### config.mk
export PLATFORM = sky130hd
export DESIGN_NAME = alu_cmd_sequencer
export DESIGN_NICKNAME = d
export VERILOG_FILES = /design/src/rtl/alu_cmd_sequencer.sv
export SDC_FILE = /design/constraint.sdc
export NUM_CORES = 1
export LEC_CHECK = 0
export ABC_AREA = 1
export CAP_MARGIN = 0
export CORE_MARGIN = 10
export CORE_UTILIZATION = 39
export DETAILED_ROUTE_END_ITERATION = 12
export GPL_TIMING_DRIVEN = 0
export PLACE_DENSITY = 0.77
export SYNTH_ARGS = -nofsm -noshare
export SYNTH_HDL_FRONTEND = slang
export SYNTH_SLANG_ARGS = --single-unit
### constraint.sdc
create_clock -name clk -period 1.18 [get_ports clk]
set_input_delay 0.236 -clock clk [delete_from_list [all_inputs] [get_ports clk]]
set_output_delay 0.236 -clock clk [all_outputs]
set_load 0.01 [all_outputs]
### src/rtl/alu_cmd_sequencer.sv
// Valid/ready command sequencer for a 7-bit combinational ALU with a chaining accumulator.
// Optional sticky overflow flag (ports sticky_ovf/clr_sticky) built when ALU_SEQ_STICKY_EN is defined.
module alu_cmd_sequencer #(
   parameter int ALU_LATENCY = 1
) (
   input  logic       clk,
   input  logic       rst,
   input  logic       cmd_valid,
   output logic       cmd_ready,
   input  logic [2:0] cmd_op,
   input  logic [6:0] cmd_a,
   input  logic [6:0] cmd_b,
   input  logic       cmd_use_acc,
   input  logic       cmd_wr_acc,
   output logic [6:0] alu_a,
   output logic [6:0] alu_b,
   output logic [2:0] alu_opsel,
   input  logic [6:0] alu_result,
   input  logic       alu_carry,
   input  logic       alu_overflow,
   input  logic       alu_zero,
   input  logic       alu_negative,
   output logic       rsp_valid,
   input  logic       rsp_ready,
   output logic [6:0] rsp_result,
   output logic [3:0] rsp_flags,
   output logic       rsp_err,
`ifdef ALU_SEQ_STICKY_EN
   output logic       sticky_ovf,
   input  logic       clr_sticky,
`endif
   output logic [6:0] acc
);

   if (ALU_LATENCY < 1 || ALU_LATENCY > 4) begin : g_bad_latency
      $error("alu_cmd_sequencer: ALU_LATENCY must be in 1..4");
   end

   localparam logic [1:0] LAT_M1 = 2'(ALU_LATENCY - 1);

   typedef enum logic [1:0] {
      ST_IDLE = 2'd0,
      ST_EXEC = 2'd1,
      ST_RESP = 2'd2
   } state_t;

   state_t     state_r, state_s;
   logic [1:0] cnt_r, cnt_s;
   logic       wr_acc_r, wr_acc_s;
   logic       err_r, err_s;
   logic       capture_s;
   logic       cmd_ready_s, rsp_valid_s, rsp_err_s;
   logic [6:0] alu_a_s, alu_b_s, rsp_result_s, acc_s;
   logic [2:0] alu_opsel_s;
   logic [3:0] rsp_flags_s;

   // State, counter and all registered outputs.
   always_ff @(posedge clk or posedge rst) begin
      if (rst) begin
         state_r    <= ST_IDLE;
         cnt_r      <= 2'd0;
         wr_acc_r   <= 1'b0;
         err_r      <= 1'b0;
         cmd_ready  <= 1'b1;
         rsp_valid  <= 1'b0;
         alu_a      <= 7'd0;
         alu_b      <= 7'd0;
         alu_opsel  <= 3'd0;
         rsp_result <= 7'd0;
         rsp_flags  <= 4'd0;
         rsp_err    <= 1'b0;
         acc        <= 7'd0;
      end else begin
         state_r    <= state_s;
         cnt_r      <= cnt_s;
         wr_acc_r   <= wr_acc_s;
         err_r      <= err_s;
         cmd_ready  <= cmd_ready_s;
         rsp_valid  <= rsp_valid_s;
         alu_a      <= alu_a_s;
         alu_b      <= alu_b_s;
         alu_opsel  <= alu_opsel_s;
         rsp_result <= rsp_result_s;
         rsp_flags  <= rsp_flags_s;
         rsp_err    <= rsp_err_s;
         acc        <= acc_s;
      end
   end

   // Next-state and next-output logic; every register holds unless its state acts on it.
   always_comb begin
      state_s      = state_r;
      cnt_s        = cnt_r;
      wr_acc_s     = wr_acc_r;
      err_s        = err_r;
      capture_s    = 1'b0;
      alu_a_s      = alu_a;
      alu_b_s      = alu_b;
      alu_opsel_s  = alu_opsel;
      rsp_result_s = rsp_result;
      rsp_flags_s  = rsp_flags;
      rsp_err_s    = rsp_err;
      acc_s        = acc;
      case (state_r)
         ST_IDLE: begin
            if (cmd_valid && cmd_ready) begin
               alu_a_s     = cmd_use_acc ? acc : cmd_a;
               alu_b_s     = cmd_b;
               alu_opsel_s = cmd_op;
               wr_acc_s    = cmd_wr_acc;
               err_s       = (cmd_op >= 3'b110);
               cnt_s       = LAT_M1;
               state_s     = ST_EXEC;
            end else begin
               state_s = ST_IDLE;
            end
         end
         ST_EXEC: begin
            if (cnt_r == 2'd0) begin
               capture_s    = 1'b1;
               rsp_result_s = alu_result;
               rsp_flags_s  = {alu_negative, alu_zero, alu_overflow, alu_carry};
               rsp_err_s    = err_r;
               // Illegal opcodes never touch the accumulator.
               if (wr_acc_r && !err_r) begin
                  acc_s = alu_result;
               end else begin
                  acc_s = acc;
               end
               state_s = ST_RESP;
            end else begin
               cnt_s   = cnt_r - 2'd1;
               state_s = ST_EXEC;
            end
         end
         ST_RESP: begin
            if (rsp_ready) begin
               state_s = ST_IDLE;
            end else begin
               state_s = ST_RESP;
            end
         end
         default: begin
            state_s = ST_IDLE;
         end
      endcase
      cmd_ready_s = (state_s == ST_IDLE);
      rsp_valid_s = (state_s == ST_RESP);
   end

`ifdef ALU_SEQ_STICKY_EN
   // Sticky overflow: a capture with overflow takes priority over a clear.
   always_ff @(posedge clk or posedge rst) begin
      if (rst) begin
         sticky_ovf <= 1'b0;
      end else if (capture_s && alu_overflow) begin
         sticky_ovf <= 1'b1;
      end else if (clr_sticky) begin
         sticky_ovf <= 1'b0;
      end else begin
         sticky_ovf <= sticky_ovf;
      end
   end
`endif

endmodule

==> summary.md <==
| Metric | Value |
|---|---|
| DR pass1 iterations | `4` |
| Largest net degree at the start of global routing | `45` |
| I/O pin cnt | `72` |
| Pleak | `around 1.4 nW` |
| Worst-path fanout max | `5` |
| NumNets Final | `approximately 330` |
| Worst R2R Start | `cnt_r[0]` |
| Critical Path Start Type | `flip-flop` |
| Final Setup Violations | `22` |
| Fillers | `between 400 and 500` |
| Clk sinks | `44` |
| Int Pwr | `approximately 0.0043 W` |
| Crit share post-route | `1.09` |
| Rel. slew slack | `0.368` |
| CP required | `1360 ps` |
| Diodes inserted | `0` |
| Max-slew violations | `0` |
| Routed via count | `around 1,600` |
| Asr flop ratio synth | `1.00` |
| Synthesized flop and latch total | `44` |
| Total grt overflow | `0` |
| Logic pwr share | `0.489` |
| Mean Syn Cell Area | `8.96 sq um` |
| Antenna violations before repair | `0` |
| Post-Syn Nets | `243` |
| Post-Syn Instances | `208` |
| Post-synth EDFFs | `0` |
| Number of global-route vias before repair | `around 1,700` |
| GP Congestion | `between 0.7 and 0.8` |
| Initial DRC Count | `82` |
| Setup crit start | `cnt_r[0]` |
| Area of the multi-input gates | `between 600 and 700 sq um` |
| VDD IR-drop max | `roughly 0.0012 V` |
| Placed Cells | `333` |
| Routed len/inst | `between 10 and 15 microns` |
| # rows | `25` |
| Failing checks | `setup timing` |
| Seq pwr share | `0.375` |
| Via density per instance | `4.59` |
| Crit path to | `rsp_result[2]` |
| Final Hold Fails | `0` |
| Setup CP Type | `flip-flop to flip-flop` |
| RSZ-0062 raised after global routing | `true` |
| Clk pwr share | `0.136` |
| Later-pin clock latency in the skew report | `290 ps` |
| Top-area cell type share of the netlist area | `0.578` |
| Core Area | `roughly 0.0047 sq mm` |
| Die Height | `~90 microns` |
| Die area | `a little under 0.008 sq mm` |
| Crit path cell chain | `inv_2 > ha_4 > nand3_2 > buf_2 > nand2_1 > o21ai_0` |
| Layout Cells excl Fill | `about 350` |
| H-tree levels | `2` |
| Top_reg_cell synth | `dfrtp_1` |
| Routed wire length | `around 5 mm` |
| Port bufs | `71` |
| Ratio of cells with drive above 1 in the final layout | `0.211` |
| Fmax | `approximately 780 MHz` |
| Maxcap violations | `0` |
| Die Width | `between 80 and 90 microns` |
| Slew @ Worst Pin | `around 950 ps` |
| Clock skew | `slightly below 4 ps` |
| Synth Warn # | `0` |
| ANT nets after route | `0` |
| Worst-path clk slew | `80 ps` |
| DP Worst Slack | `-333 ps` |
| Synth-to-layout area growth | `45.2%` |
| Status | `finished, violations left` |
| Net Sw Frac | `0.391` |
| FF-to-FF End | `rsp_result[2]` |
| Pwr dens | `about 2600 mW/mm^2` |
| Fin util | `0.580` |
| Drc violations | `0` |
| Total track usage | `0.128` |
| Register area | `0.00110 sq mm` |
| Worst Setup End Kind | `flip-flop` |
| Cts bufs inserted | `5` |
| Root buffer selected by CTS | `clkbuf_8` |
| Slowest cell on the critical path | `dfrtp_1` |
| PnR worst setup slack | `-104 ps` |
| Most common cell in the netlist | `nand2_1` |
| Post-cts hold buffer count | `0` |
| Net Switching | `0.00278 W` |
| Starting Density | `0.400` |
| Detailed Place HPWL | `3.56 mm` |
| CTS tree | `done` |
| Crit path arrival time | `between 1000 and 1500 ps` |
| Sequential area share after synthesis | `0.592` |
| Post-route minimum period | `1280 ps` |
| Synth Cell Area | `between 0.0015 and 0.002 sq mm` |
| Synth top area cells | `dfrtp_1, nand2_1, o21ai_0` |
| Distinct cells, synth | `19` |
| Post-synth top area cell | `dfrtp_1` |
| Reg2Reg Setup Slack | `-100 ps` |
| First-pass GRT wire length | `7.89 mm` |
| List of most frequent post-synthesis cells | `nand2_1, dfrtp_1, inv_1` |
| Largest stage delay on the critical path | `slightly below 400 ps` |
| Max Root-Sink Buffers | `2` |
| Reg2Reg Depth | `6` |
| HP Class | `input port to asynchronous set/reset pin` |
[metrics by stage]
stage | hold slack [ps] | instance area [sq um] | total power [W] | setup TNS, ps
after floorplan | 240 | 1870 | 0.00447 | 0
after global placement | 461 | 2650 | 0.00625 | -13810
after detailed placement | 465 | 2650 | 0.00634 | -14270
after CTS | 462 | 2780 | 0.00721 | -320
after global routing | 245 | 2710 | 0.00774 | -3050
final | 177 | 2710 | 0.00712 | -1080
[routing by layer]
layer  up-vias  part of all wire  global-route usage
met4         0            0.0084              0.0434
met3         5             0.086              0.0556
met2        47              0.48               0.210
met1       737              0.42               0.146
li1        810                 -                   -
met5         -                 0                   0
[cells in the final DEF (no fill, tap or decap), types with 6 or more instances in the layout]
| master | instances |
|---|---|
| nand2_1 | 80 |
| clkdlybuf4s50_1 | 32 |
| clkbuf_8 | 6 |
| o21ai_1 | 9 |
| inv_1 | 23 |
| o21bai_1 | 7 |
| clkdlybuf4s15_1 | 9 |
| dfrtp_1 | 42 |
| o21ai_0 | 20 |
| buf_4 | 6 |
| clkbuf_2 | 25 |
| buf_6 | 6 |
[kinds of logic after synthesis]
logic type | Yosys count | synth area share
AO/OA/AOI/OAI | 36 | 0.106
AND/OR/NAND/NOR | 91 | 0.202
flip-flops | 44 | 0.592
buffers and inverters | 36 | 0.0933
adder cells (fa/ha/maj) | 1 | 0.00671
[area by class of cell]
cell class / instances / share of cell area
Tap cell: 54 / 0.0250
Timing Repair Buffer: 78 / 0.237
Inverter: 28 / 0.0402
Buffer: 7 / 0.0291
Multi-Input combinational cell: 129 / 0.227
Clock buffer: 8 / 0.0333
Sequential cell: 44 / 0.408
[critical path, delay by kind of cell (launching register included)]
| kind | cells | cell delay (ps) |
|---|---|---|
| buffers and inverters | 2 | 290 |
| and+or+nand+nor | 2 | 240 |
| DFF | 1 | 390 |
| adders and majority gates | 1 | 160 |
| AOI/OAI and AO/OA | 1 | 70 |
[worst min path at each step]
stage | endpoint | slack, ps | cells past startpoint
final | rsp_valid | 180 | 2
after global routing | rsp_valid | 240 | 2
after CTS | alu_b[3] | 460 | 3
after detailed placement | alu_b[3] | 460 | 2
after global placement | alu_b[4] | 460 | 2
after floorplan | acc[0] | 240 | 1
[power groups by stage]
stage / registers, W / logic, W / clock network [W]
final: 0.00267 / 0.00348 / 0.000964
after CTS: 0.00266 / 0.00354 / 0.00100
after detailed placement: 0.00267 / 0.00366 / 0
after floorplan: 0.00296 / 0.00151 / 0
after global placement: 0.00264 / 0.00361 / 0
after global routing: 0.00276 / 0.00390 / 0.00107
[what timing repair did]
| action | in CTS | in global routing |
|---|---|---|
| setup buffers | 2 | 3 |
| gates resized for setup | 88 | 35 |
| pin swaps | 1 | 3 |
| endpoints found under the setup margin | 58 | 72 |
| gates cloned | 1 | 2 |
[registers in the layout, summed over array words and instances (netlist names), 2 cells and up]
signal,cells
acc,7
alu_a,7
alu_b,7
rsp_result,7
rsp_flags,4
alu_opsel,3
cnt_r,2
state_r,2
Note: power is estimated with default switching activity, not from simulation.
